## config.mk

```make
export PLATFORM = sky130hd
export DESIGN_NAME = connector_lane_collector
export DESIGN_NICKNAME = d
export VERILOG_FILES = /design/src/rtl/connector_lane_collector.sv
export SDC_FILE = /design/constraint.sdc
export NUM_CORES = 1
export LEC_CHECK = 0
export CAP_MARGIN = 20
export CORE_ASPECT_RATIO = 0.75
export CORE_MARGIN = 2
export CORE_UTILIZATION = 58
export CTS_CLUSTER_DIAMETER = 100
export CTS_CLUSTER_SIZE = 20
export DETAILED_ROUTE_END_ITERATION = 6
export PLACE_DENSITY = 0.87
export SYNTH_ARGS = -nofsm -noshare
export SYNTH_HDL_FRONTEND = slang
export SYNTH_SLANG_ARGS = --single-unit
```

## constraint.sdc

```tcl
create_clock -name clk -period 3.85 [get_ports clk]
set_input_delay 0.77 -clock clk [delete_from_list [all_inputs] [get_ports clk]]
set_output_delay 0.77 -clock clk [all_outputs]
set_load 0.02 [all_outputs]
```

## src/rtl/connector_lane_collector.sv

```systemverilog
// Receive-side collector for the three-lane write connector: per-lane FIFOs merged
// into one valid/ready stream by round-robin arbitration, with sticky per-lane overflow.
module connector_lane_collector #(
    parameter int unsigned DATA_W     = 8,
    parameter int unsigned FIFO_DEPTH = 4
) (
    input  logic              clk,
    input  logic              resetn,
    input  logic              wen0,
    input  logic [DATA_W-1:0] data0,
    input  logic              wen1,
    input  logic [DATA_W-1:0] data1,
    input  logic              wen2,
    input  logic [DATA_W-1:0] data2,
    input  logic              freeze,
    input  logic              out_ready,
    output logic              out_valid,
    output logic [DATA_W-1:0] out_data,
    output logic [1:0]        out_lane,
    output logic [2:0]        overflow,
    input  logic              clr_ovf
);
    localparam int unsigned PW = $clog2(FIFO_DEPTH);
    localparam int unsigned CW = $clog2(FIFO_DEPTH + 1);

    logic [2:0]        wen;
    logic [DATA_W-1:0] wdata    [3];
    logic [DATA_W-1:0] mem      [3][FIFO_DEPTH];
    logic [PW-1:0]     wr_ptr_q [3];
    logic [PW-1:0]     rd_ptr_q [3];
    logic [CW-1:0]     count_q  [3];

    logic [2:0]      nonempty, full, push, pop;
    logic [2:0][1:0] order;
    logic [1:0]      rr_q, rr_d, grant;
    logic            grant_valid, reg_free, load;

    logic              out_valid_q;
    logic [DATA_W-1:0] out_data_q;
    logic [1:0]        out_lane_q;
    logic [2:0]        overflow_q, overflow_d;

    assign wen      = {wen2, wen1, wen0};
    assign wdata[0] = data0;
    assign wdata[1] = data1;
    assign wdata[2] = data2;

    // Fullness is judged on pre-edge occupancy, so a same-edge pop never rescues a write.
    always_comb begin
        nonempty = '0;
        full     = '0;
        push     = '0;
        for (int i = 0; i < 3; i++) begin
            nonempty[i] = (count_q[i] != '0);
            full[i]     = (count_q[i] == CW'(FIFO_DEPTH));
            push[i]     = wen[i] & ~full[i];
        end
    end

    // Search order starting at the round-robin pointer; order[0] is checked first.
    always_comb begin
        case (rr_q)
            2'd1:    order = {2'd0, 2'd2, 2'd1};
            2'd2:    order = {2'd1, 2'd0, 2'd2};
            default: order = {2'd2, 2'd1, 2'd0};
        endcase
        grant_valid = 1'b0;
        grant       = 2'd0;
        for (int k = 0; k < 3; k++) begin
            if (!grant_valid && nonempty[order[k]]) begin
                grant_valid = 1'b1;
                grant       = order[k];
            end
        end
    end

    always_comb begin
        reg_free   = ~out_valid_q | out_ready;
        load       = reg_free & ~freeze & grant_valid;
        pop        = load ? (3'b001 << grant) : 3'b000;
        rr_d       = load ? ((grant == 2'd2) ? 2'd0 : grant + 2'd1) : rr_q;
        overflow_d = (overflow_q & ~{3{clr_ovf}}) | (wen & full);
    end

    always_ff @(posedge clk) begin
        for (int i = 0; i < 3; i++) begin
            if (push[i]) begin
                mem[i][wr_ptr_q[i]] <= wdata[i];
            end
        end
    end

    always_ff @(posedge clk or negedge resetn) begin
        if (!resetn) begin
            for (int i = 0; i < 3; i++) begin
                wr_ptr_q[i] <= '0;
                rd_ptr_q[i] <= '0;
                count_q[i]  <= '0;
            end
        end else begin
            for (int i = 0; i < 3; i++) begin
                if (push[i]) begin
                    wr_ptr_q[i] <= wr_ptr_q[i] + PW'(1);
                end
                if (pop[i]) begin
                    rd_ptr_q[i] <= rd_ptr_q[i] + PW'(1);
                end
                case ({push[i], pop[i]})
                    2'b10:   count_q[i] <= count_q[i] + CW'(1);
                    2'b01:   count_q[i] <= count_q[i] - CW'(1);
                    default: count_q[i] <= count_q[i];
                endcase
            end
        end
    end

    always_ff @(posedge clk or negedge resetn) begin
        if (!resetn) begin
            out_valid_q <= 1'b0;
            out_data_q  <= '0;
            out_lane_q  <= 2'd0;
            overflow_q  <= 3'b000;
            rr_q        <= 2'd0;
        end else begin
            if (load) begin
                out_valid_q <= 1'b1;
                out_data_q  <= mem[grant][rd_ptr_q[grant]];
                out_lane_q  <= grant;
            end else if (reg_free) begin
                out_valid_q <= 1'b0;
            end
            overflow_q <= overflow_d;
            rr_q       <= rr_d;
        end
    end

    assign out_valid = out_valid_q;
    assign out_data  = out_data_q;
    assign out_lane  = out_lane_q;
    assign overflow  = overflow_q;

endmodule

```

==> results of run 1 <==
-- routing by layer --
metal,share of wire [%],GRT usage [%],vias to the layer above
met5,0,0,-
met3,10,8.14,35
met1,39,35.6,1891
met4,2.9,12.3,0
met2,47,41.4,226
li1,-,-,1757
-- area by class of cell --
type	instances	area, sq um	share of cell area (%)
Clock inverter	13	160	2.30
Multi-Input combinational cell	283	1780	25.6
Tap cell	132	165	2.37
Inverter	25	93.8	1.35
Clock buffer	19	453	6.50
Timing Repair Buffer	53	505	7.25
Sequential cell	133	3810	54.6
-- worst max-delay path by stage --
| stage | startpoint | endpoint | slack [ns] | depth (start not counted) |
|---|---|---|---|---|
| global route | rr_q[1] | count_q[8] | 0.28 | 13 |
| finish | rr_q[0] | count_q[5] | 0.51 | 14 |
| CTS | rr_q[0] | count_q[5] | 0.55 | 14 |
| global placement | freeze | count_q[2] | 0.66 | 10 |
| detailed placement | rr_q[1] | count_q[8] | 0.56 | 13 |
| floorplan | rr_q[0] | count_q[2] | 0.82 | 14 |
-- cell usage after synthesis (2+ instances only) --
cell type,n,area share [%]
sky130_fd_sc_hd__buf_2,12,1.0
sky130_fd_sc_hd__and2_1,12,1.3
sky130_fd_sc_hd__nand3_1,12,1.0
sky130_fd_sc_hd__o211ai_1,2,0.26
sky130_fd_sc_hd__buf_6,2,0.39
sky130_fd_sc_hd__o21bai_1,16,2.1
sky130_fd_sc_hd__o21a_1,2,0.26
sky130_fd_sc_hd__fa_1,3,1.0
sky130_fd_sc_hd__a21boi_1,3,0.39
sky130_fd_sc_hd__xor2_1,8,1.2
sky130_fd_sc_hd__a311oi_1,32,4.8
sky130_fd_sc_hd__nor2_1,44,2.9
sky130_fd_sc_hd__nor3_1,2,0.17
sky130_fd_sc_hd__nand2_1,85,5.5
sky130_fd_sc_hd__edfxtp_1,96,50
sky130_fd_sc_hd__a21o_1,3,0.39
sky130_fd_sc_hd__xnor2_1,10,1.5
sky130_fd_sc_hd__mux2i_1,3,0.52
sky130_fd_sc_hd__buf_4,2,0.26
sky130_fd_sc_hd__clkbuf_1,2,0.13
sky130_fd_sc_hd__or3_1,4,0.43
sky130_fd_sc_hd__o21ai_0,8,0.69
sky130_fd_sc_hd__ha_1,17,3.7
sky130_fd_sc_hd__inv_1,25,1.6
sky130_fd_sc_hd__dfrtp_1,37,16
sky130_fd_sc_hd__or2_2,2,0.22
-- layout by cell type, fill, tap and decap left out, types with 5 or more instances in the layout --
cell                              count
sky130_fd_sc_hd__edfxtp_1            96
sky130_fd_sc_hd__nand2_1             85
sky130_fd_sc_hd__nor2_1              44
sky130_fd_sc_hd__clkdlybuf4s50_1     44
sky130_fd_sc_hd__dfrtp_1             37
sky130_fd_sc_hd__a311oi_1            32
sky130_fd_sc_hd__inv_1               25
sky130_fd_sc_hd__ha_1                17
sky130_fd_sc_hd__clkbuf_16           17
sky130_fd_sc_hd__o21bai_1            16
sky130_fd_sc_hd__and2_1              12
sky130_fd_sc_hd__nand3_1             12
sky130_fd_sc_hd__xnor2_1             10
sky130_fd_sc_hd__o21ai_0              8
sky130_fd_sc_hd__xor2_1               8
sky130_fd_sc_hd__buf_4                8
sky130_fd_sc_hd__clkinv_2             5
-- sequential cells by signal, summed over array words and instances (netlist names) --
signal and flops:
overflow 3, mem 96, out_data 8, rd_ptr_q 6, out_lane 2, out_valid 1, count_q 9, wr_ptr_q 6
rr_q 2
-- cell families after synthesis --
kind of cell | count (synthesis) | synth area share, %
flip-flops | 133 | 65.8
AO/OA/AOI/OAI | 75 | 10.5
AND/OR/NAND/NOR | 166 | 12.1
adder cells (fa/ha/maj) | 21 | 4.91
buffers and inverters | 43 | 3.44
multiplexers | 3 | 0.519
XOR/XNOR | 18 | 2.72
-- through the flow --
stage	power, mW	hold WS (ns)
after global routing	6.80	0.510
after floorplan	3.97	0.444
after global placement	4.56	0.463
final	6.46	0.486
after detailed placement	4.74	0.475
after CTS	6.43	0.492
-- report_power, final --
group | switching, mW | internal (mW)
combinational | 1.67 | 0.943
clock | 0.558 | 1.10
sequential | 0.223 | 1.97
==> impl_metrics.xml, run 1 <==
<?xml version="1.0" encoding="UTF-8"?>
<metrics>
  <group name="run_status">
    <metric name="status" unit="">finished, final reports clean</metric>
  </group>
  <group name="layout">
    <metric name="post_layout_nonfiller_instances" unit="">658</metric>
    <metric name="fillCellCount" unit="">634</metric>
    <metric name="areaGrowthSynthToFinish" unit="%">20.4</metric>
    <metric name="drive_above_1_share" unit="%">8.37</metric>
    <metric name="diodes" unit="">0</metric>
    <metric name="nNetsFinal" unit="">565</metric>
    <metric name="postLayoutCellArea" unit="sq mm">0.00697</metric>
    <metric name="post-route-util" unit="%">71.9</metric>
  </group>
  <group name="setup_path">
    <metric name="rrSetupSlack" unit="ns">0.51</metric>
    <metric name="worstPathRequired" unit="ns">4.18</metric>
    <metric name="critical_path.most_common_cell" unit="">sky130_fd_sc_hd__inv_1</metric>
    <metric name="critical_path.endpoint_type" unit="">flip-flop</metric>
    <metric name="timing.rr.start" unit="">rr_q[0]</metric>
    <metric name="worstRegToRegCells" unit="">14</metric>
    <metric name="cp.arrival" unit="ns">3.68</metric>
    <metric name="crit_family" unit="">adder cells</metric>
    <metric name="path_cells" unit="">inv_1 &gt; ha_1 &gt; nor4b_1 &gt; o2bb2ai_1 &gt; nor2_2 &gt; buf_4 &gt; nand2_1 &gt; inv_1 &gt; ha_1 &gt; inv_1 &gt; fa_1 &gt; xor2_1 &gt; nor2_1 &gt; xor2_1</metric>
    <metric name="worst_path_largest_cell_delay" unit="ns">0.41</metric>
    <metric name="critPathSlowestCell" unit="">sky130_fd_sc_hd__fa_1</metric>
    <metric name="path_max_fanout" unit="">19</metric>
    <metric name="critical_path_buf_inv_count" unit="">4</metric>
    <metric name="path_class" unit="">flip-flop to flip-flop</metric>
    <metric name="critical_path.reg2reg.endpoint" unit="">count_q[5]</metric>
    <metric name="critical_path.startpoint_type" unit="">flip-flop</metric>
  </group>
  <group name="min_path">
    <metric name="min-delay-start" unit="">out_lane[1]</metric>
    <metric name="min_path_type" unit="">flip-flop to flip-flop</metric>
    <metric name="min_delay_path_depth" unit="">1</metric>
    <metric name="whs_endpoint" unit="">out_lane[1]</metric>
  </group>
  <group name="floorplan">
    <metric name="fp.dieArea" unit="sq mm">0.0108</metric>
    <metric name="die_y" unit="microns">90.5</metric>
    <metric name="core_area" unit="sq mm">0.00970</metric>
    <metric name="initial_core_util" unit="%">59.7</metric>
    <metric name="row_count" unit="">31</metric>
    <metric name="ioPinCount" unit="">46</metric>
    <metric name="fp.dieW" unit="microns">119</metric>
  </group>
  <group name="route">
    <metric name="via_per_inst" unit="">5.94</metric>
    <metric name="detail-route-antenna-nets" unit="">0</metric>
    <metric name="vias" unit="">3909</metric>
    <metric name="detail_route.drc_violations" unit="">0</metric>
    <metric name="route.final.wire_length" unit="microns">13700</metric>
    <metric name="first_iter_violations" unit="">427</metric>
    <metric name="route.detailed.wl_per_inst" unit="microns">20.8</metric>
    <metric name="detailedRoute.firstPassIterationCount" unit="">5</metric>
  </group>
  <group name="global_route">
    <metric name="track_usage" unit="%">26.9</metric>
    <metric name="overflow" unit="">0</metric>
    <metric name="antenna_found_initial" unit="">0</metric>
    <metric name="grt_pass1_wl" unit="microns">21200</metric>
    <metric name="first_global_vias" unit="">3931</metric>
    <metric name="maximum_number_of_pins_on_one_net_before_global_route_repair" unit="">38</metric>
  </group>
  <group name="power">
    <metric name="p_per_area" unit="mW/mm^2">927</metric>
    <metric name="peakVddDrop" unit="V">0.000621</metric>
    <metric name="p_leak" unit="nW">2.77</metric>
  </group>
  <group name="placement">
    <metric name="hpwl_after_detailed_placement" unit="microns">9080</metric>
    <metric name="finalWeightedCongestion" unit="">0.800</metric>
    <metric name="placed_area" unit="sq mm">0.00636</metric>
    <metric name="place.detailed.instances" unit="">626</metric>
    <metric name="port_buffer_count" unit="">45</metric>
    <metric name="preCtsSetupSlack" unit="ns">0.560</metric>
  </group>
  <group name="clocking">
    <metric name="insertion_delay" unit="ns">0.41</metric>
    <metric name="hold_buffers" unit="">0</metric>
    <metric name="tritoncts_buffers" unit="">17</metric>
    <metric name="clkSlewWorstSetupHoldPaths" unit="ns">0.06</metric>
    <metric name="htreeDepth" unit="">4</metric>
    <metric name="cts_repair_resize_count" unit="">0</metric>
    <metric name="ctsLongestPathBuffers" unit="">2</metric>
    <metric name="clk_sinks" unit="">133</metric>
    <metric name="cts.root.buffer_cell" unit="">sky130_fd_sc_hd__clkbuf_16</metric>
    <metric name="cts_tree" unit="">done</metric>
    <metric name="post-cts-setup-buffer-count" unit="">0</metric>
  </group>
  <group name="synth">
    <metric name="seq_area_frac_synth" unit="%">65.8</metric>
    <metric name="synth_ff_type" unit="">sky130_fd_sc_hd__edfxtp_1</metric>
    <metric name="synthDistinctLibCells" unit="">41</metric>
    <metric name="postSynthCellCount" unit="">459</metric>
    <metric name="mappedNetlistNets" unit="">511</metric>
    <metric name="synth_edf_count" unit="">96</metric>
    <metric name="yosys_register_bits" unit="">133</metric>
    <metric name="async_flop_share" unit="%">27.8</metric>
    <metric name="synth_area" unit="sq mm">0.00579</metric>
    <metric name="synth_area_per_cell" unit="sq um">12.6</metric>
    <metric name="ys.warnings.count" unit="">0</metric>
  </group>
  <group name="run">
    <metric name="max_cap_violations" unit="">0</metric>
  </group>
  <group name="timing">
    <metric name="slew_violations" unit="">0</metric>
    <metric name="final.period_utilization" unit="%">86.8</metric>
    <metric name="final_critical_path_setup_slack" unit="ns">0.507</metric>
    <metric name="max_slew_margin" unit="%">38.4</metric>
    <metric name="grt_setup_unrepaired" unit="">no</metric>
    <metric name="finalSetupViolations" unit="">0</metric>
    <metric name="fmax" unit="MHz">299</metric>
    <metric name="worst_clock_skew" unit="ns">0.00699</metric>
    <metric name="finalCriticalPeriod" unit="ns">3.34</metric>
    <metric name="max_slew.worst_pin.slew" unit="ns">0.924</metric>
    <metric name="fin_setup_tns" unit="ns">0</metric>
    <metric name="timing_hold_violations_final" unit="">0</metric>
  </group>
</metrics>
(Power assumes the default switching activity.)
==> run 2, diff against run 1 <==
Settings changed: ABC_AREA from default to 1, CORE_UTILIZATION 58 to 59, PLACE_DENSITY 0.87 to 0.88.
==> run 2 against run 1 <==
Net effect: maximum frequency down 7.8%; largest cell class unchanged; critical path type unchanged; final area increased by 8.3%; register-to-register slack got worse by 0.28 ns; critical endpoint unchanged; clock skew increased by 0.0010 ns.
==> impl_metrics.xml, run 2 <==
<?xml version="1.0" encoding="UTF-8"?>
<metrics>
  <group name="placement">
    <metric name="port_buffer_count" unit="">45</metric>
    <metric name="hpwl_after_detailed_placement" unit="microns">10500</metric>
    <metric name="finalWeightedCongestion" unit="">0.912</metric>
  </group>
  <group name="global_route">
    <metric name="maximum_number_of_pins_on_one_net_before_global_route_repair" unit="">38</metric>
    <metric name="track_usage" unit="%">27.3</metric>
    <metric name="antenna_found_initial" unit="">0</metric>
    <metric name="grt_pass1_wl" unit="microns">24000</metric>
    <metric name="first_global_vias" unit="">4543</metric>
    <metric name="overflow" unit="">0</metric>
  </group>
  <group name="clocking">
    <metric name="cts_tree" unit="">done</metric>
    <metric name="hold_buffers" unit="">0</metric>
    <metric name="insertion_delay" unit="ns">0.42</metric>
    <metric name="post-cts-setup-buffer-count" unit="">0</metric>
    <metric name="clkSlewWorstSetupHoldPaths" unit="ns">0.06</metric>
    <metric name="tritoncts_buffers" unit="">17</metric>
    <metric name="htreeDepth" unit="">4</metric>
    <metric name="ctsLongestPathBuffers" unit="">2</metric>
    <metric name="cts_repair_resize_count" unit="">0</metric>
    <metric name="cts.root.buffer_cell" unit="">sky130_fd_sc_hd__clkbuf_16</metric>
    <metric name="clk_sinks" unit="">133</metric>
  </group>
  <group name="synth">
    <metric name="synthDistinctLibCells" unit="">33</metric>
    <metric name="async_flop_share" unit="%">27.8</metric>
    <metric name="postSynthCellCount" unit="">652</metric>
    <metric name="seq_area_frac_synth" unit="%">59.2</metric>
    <metric name="yosysTopAreaCell" unit="">sky130_fd_sc_hd__edfxtp_1</metric>
    <metric name="yosysMostFrequentCell" unit="">sky130_fd_sc_hd__nand2_1</metric>
    <metric name="synth_area" unit="sq mm">0.00643</metric>
    <metric name="synth_area_per_cell" unit="sq um">9.87</metric>
    <metric name="synth_ff_type" unit="">sky130_fd_sc_hd__edfxtp_1</metric>
    <metric name="synthTopCellsByArea" unit="">sky130_fd_sc_hd__edfxtp_1 45%, sky130_fd_sc_hd__dfrtp_1 14%, sky130_fd_sc_hd__nand2_1 13%</metric>
    <metric name="ys.warnings.count" unit="">0</metric>
    <metric name="yosys_register_bits" unit="">133</metric>
    <metric name="post_synth_most_frequent_cells" unit="">226 x sky130_fd_sc_hd__nand2_1, 96 x sky130_fd_sc_hd__edfxtp_1, 83 x sky130_fd_sc_hd__inv_1</metric>
    <metric name="post-synth-top-area-fraction" unit="%">44.8</metric>
    <metric name="mappedNetlistNets" unit="">704</metric>
    <metric name="synth_edf_count" unit="">96</metric>
  </group>
  <group name="route">
    <metric name="first_iter_violations" unit="">678</metric>
    <metric name="route.detailed.wl_per_inst" unit="microns">17.6</metric>
    <metric name="via_per_inst" unit="">5.58</metric>
    <metric name="detailedRoute.firstPassIterationCount" unit="">5</metric>
    <metric name="detail_route.drc_violations" unit="">0</metric>
    <metric name="route.final.wire_length" unit="microns">14900</metric>
    <metric name="detail-route-antenna-nets" unit="">0</metric>
    <metric name="vias" unit="">4735</metric>
  </group>
  <group name="run">
    <metric name="max_cap_violations" unit="">0</metric>
  </group>
  <group name="setup_path">
    <metric name="worstPathRequired" unit="ns">4.14</metric>
    <metric name="critical_path.startpoint_type" unit="">flip-flop</metric>
    <metric name="critical_path.endpoint_type" unit="">flip-flop</metric>
    <metric name="path_class" unit="">flip-flop to flip-flop</metric>
    <metric name="cp.arrival" unit="ns">3.91</metric>
    <metric name="path_max_fanout" unit="">36</metric>
  </group>
  <group name="timing">
    <metric name="timing_hold_violations_final" unit="">0</metric>
    <metric name="grt_setup_unrepaired" unit="">no</metric>
    <metric name="finalCriticalPeriod" unit="ns">3.62</metric>
    <metric name="finalSetupViolations" unit="">0</metric>
    <metric name="slew_violations" unit="">0</metric>
    <metric name="max_slew_margin" unit="%">38.9</metric>
    <metric name="fmax" unit="MHz">276</metric>
    <metric name="fin_setup_tns" unit="ns">0</metric>
    <metric name="final.period_utilization" unit="%">94.1</metric>
    <metric name="worst_clock_skew" unit="ns">0.00800</metric>
    <metric name="max_slew.worst_pin.slew" unit="ns">0.913</metric>
  </group>
  <group name="layout">
    <metric name="drive_above_1_share" unit="%">9.96</metric>
    <metric name="most_frequent_cells_in_the_layout" unit="">226 x sky130_fd_sc_hd__nand2_1, 96 x sky130_fd_sc_hd__edfxtp_1, 83 x sky130_fd_sc_hd__inv_1, 55 x sky130_fd_sc_hd__nand3_1, 44 x sky130_fd_sc_hd__clkdlybuf4s50_1</metric>
    <metric name="nNetsFinal" unit="">752</metric>
    <metric name="max_ffs_per_register" unit="">96</metric>
    <metric name="layout_commonest_cell" unit="">sky130_fd_sc_hd__nand2_1</metric>
    <metric name="diodes" unit="">0</metric>
    <metric name="areaGrowthSynthToFinish" unit="%">17.3</metric>
  </group>
  <group name="floorplan">
    <metric name="ioPinCount" unit="">46</metric>
    <metric name="core_area" unit="sq mm">0.0105</metric>
    <metric name="initial_core_util" unit="%">61.6</metric>
    <metric name="fp.dieArea" unit="sq mm">0.0118</metric>
    <metric name="die_y" unit="microns">94.4</metric>
    <metric name="row_count" unit="">32</metric>
    <metric name="fp.dieW" unit="microns">125</metric>
  </group>
  <group name="run_status">
    <metric name="status" unit="">finished, final reports clean</metric>
  </group>
  <group name="min_path">
    <metric name="min_path_type" unit="">input pin to async pin</metric>
  </group>
</metrics>
==> run 2: worst max-delay path, cell delays in order, from the launching register on <==
cell and delay, ns:
sky130_fd_sc_hd__dfrtp_1 0.35, sky130_fd_sc_hd__inv_1 0.06, sky130_fd_sc_hd__ha_1 0.35, sky130_fd_sc_hd__inv_1 0.16, sky130_fd_sc_hd__nand3_1 0.12, sky130_fd_sc_hd__nand3_2 0.10
sky130_fd_sc_hd__nand2_4 0.08, sky130_fd_sc_hd__nor2_4 0.13, sky130_fd_sc_hd__nand3_4 0.32, sky130_fd_sc_hd__nand2_4 0.44, sky130_fd_sc_hd__inv_4 0.11, sky130_fd_sc_hd__nor2_2 0.17
sky130_fd_sc_hd__ha_1 0.18, sky130_fd_sc_hd__inv_1 0.08, sky130_fd_sc_hd__fa_1 0.39, sky130_fd_sc_hd__a21oi_1 0.18, sky130_fd_sc_hd__o21ai_0 0.13, sky130_fd_sc_hd__xor2_1 0.16
==> run 2: metal layers <==
layer / track usage, % / share of wire, % / vias to the layer above
met4: 7.21 / 1.1 / 0
met2: 40.6 / 44 / 311
met1: 38.7 / 43 / 2221
met5: 0 / 0 / -
li1: - / - / 2180
met3: 9.35 / 12 / 23
==> run 2: final timing paths <==
path / cells after the start / startpoint / slack (ns) / endpoint
max in group asynchronous: 1 / resetn / 2.85 / out_data[7]
min in group clk: 2 / out_data[1] / 0.48 / out_data[1]
hold reg to reg: 2 / out_data[1] / 0.48 / out_data[1]
setup reg to reg: 17 / rr_q[0] / 0.23 / count_q[5]
hold / removal: 1 / resetn / 0.44 / wr_ptr_q[5]
setup / recovery: 17 / rr_q[0] / 0.23 / count_q[5]
==> run 2: layout make-up <==
cell class,instances,area [sq um]
repair buffers,48,468
fillers,704,2900
flip-flops and latches,133,3810
clock inverters,15,171
inverters,93,365
well taps,136,170
clock buffers,17,425
multi-input cells,407,2140
==> run 2: metrics by stage <==
step	setup slack, ns	hold WS (ns)	cell area, sq um	instances	utilization, %
final	0.225	0.444	7550	849	72.2
after global routing	0.00949	0.496	7550	849	72.2
after CTS	0.250	0.472	7550	849	72.2
after detailed placement	0.352	0.465	6950	817	66.5
after global placement	0.537	0.457	6950	817	66.5
after floorplan	0.985	0.442	6430	652	-
==> run 2: cell families (layout without fill, tap and decap cells) <==
| kind of cell | Yosys count | count (layout) | share of synthesized area [%] |
|---|---|---|---|
| and+or+nand+nor | 354 | 354 | 25.4 |
| xor gates and xnor gates | 12 | 12 | 1.63 |
| adders and majority gates | 20 | 20 | 4.24 |
| AOI/OAI and AO/OA | 21 | 21 | 2.00 |
| DFF | 133 | 133 | 59.2 |
| buffers and inverters | 112 | 173 | 7.55 |
Power of run 2 is left out: the tool's default activity adds up to more than one toggle a clock period on the data nets, which glitch-free logic cannot reach.
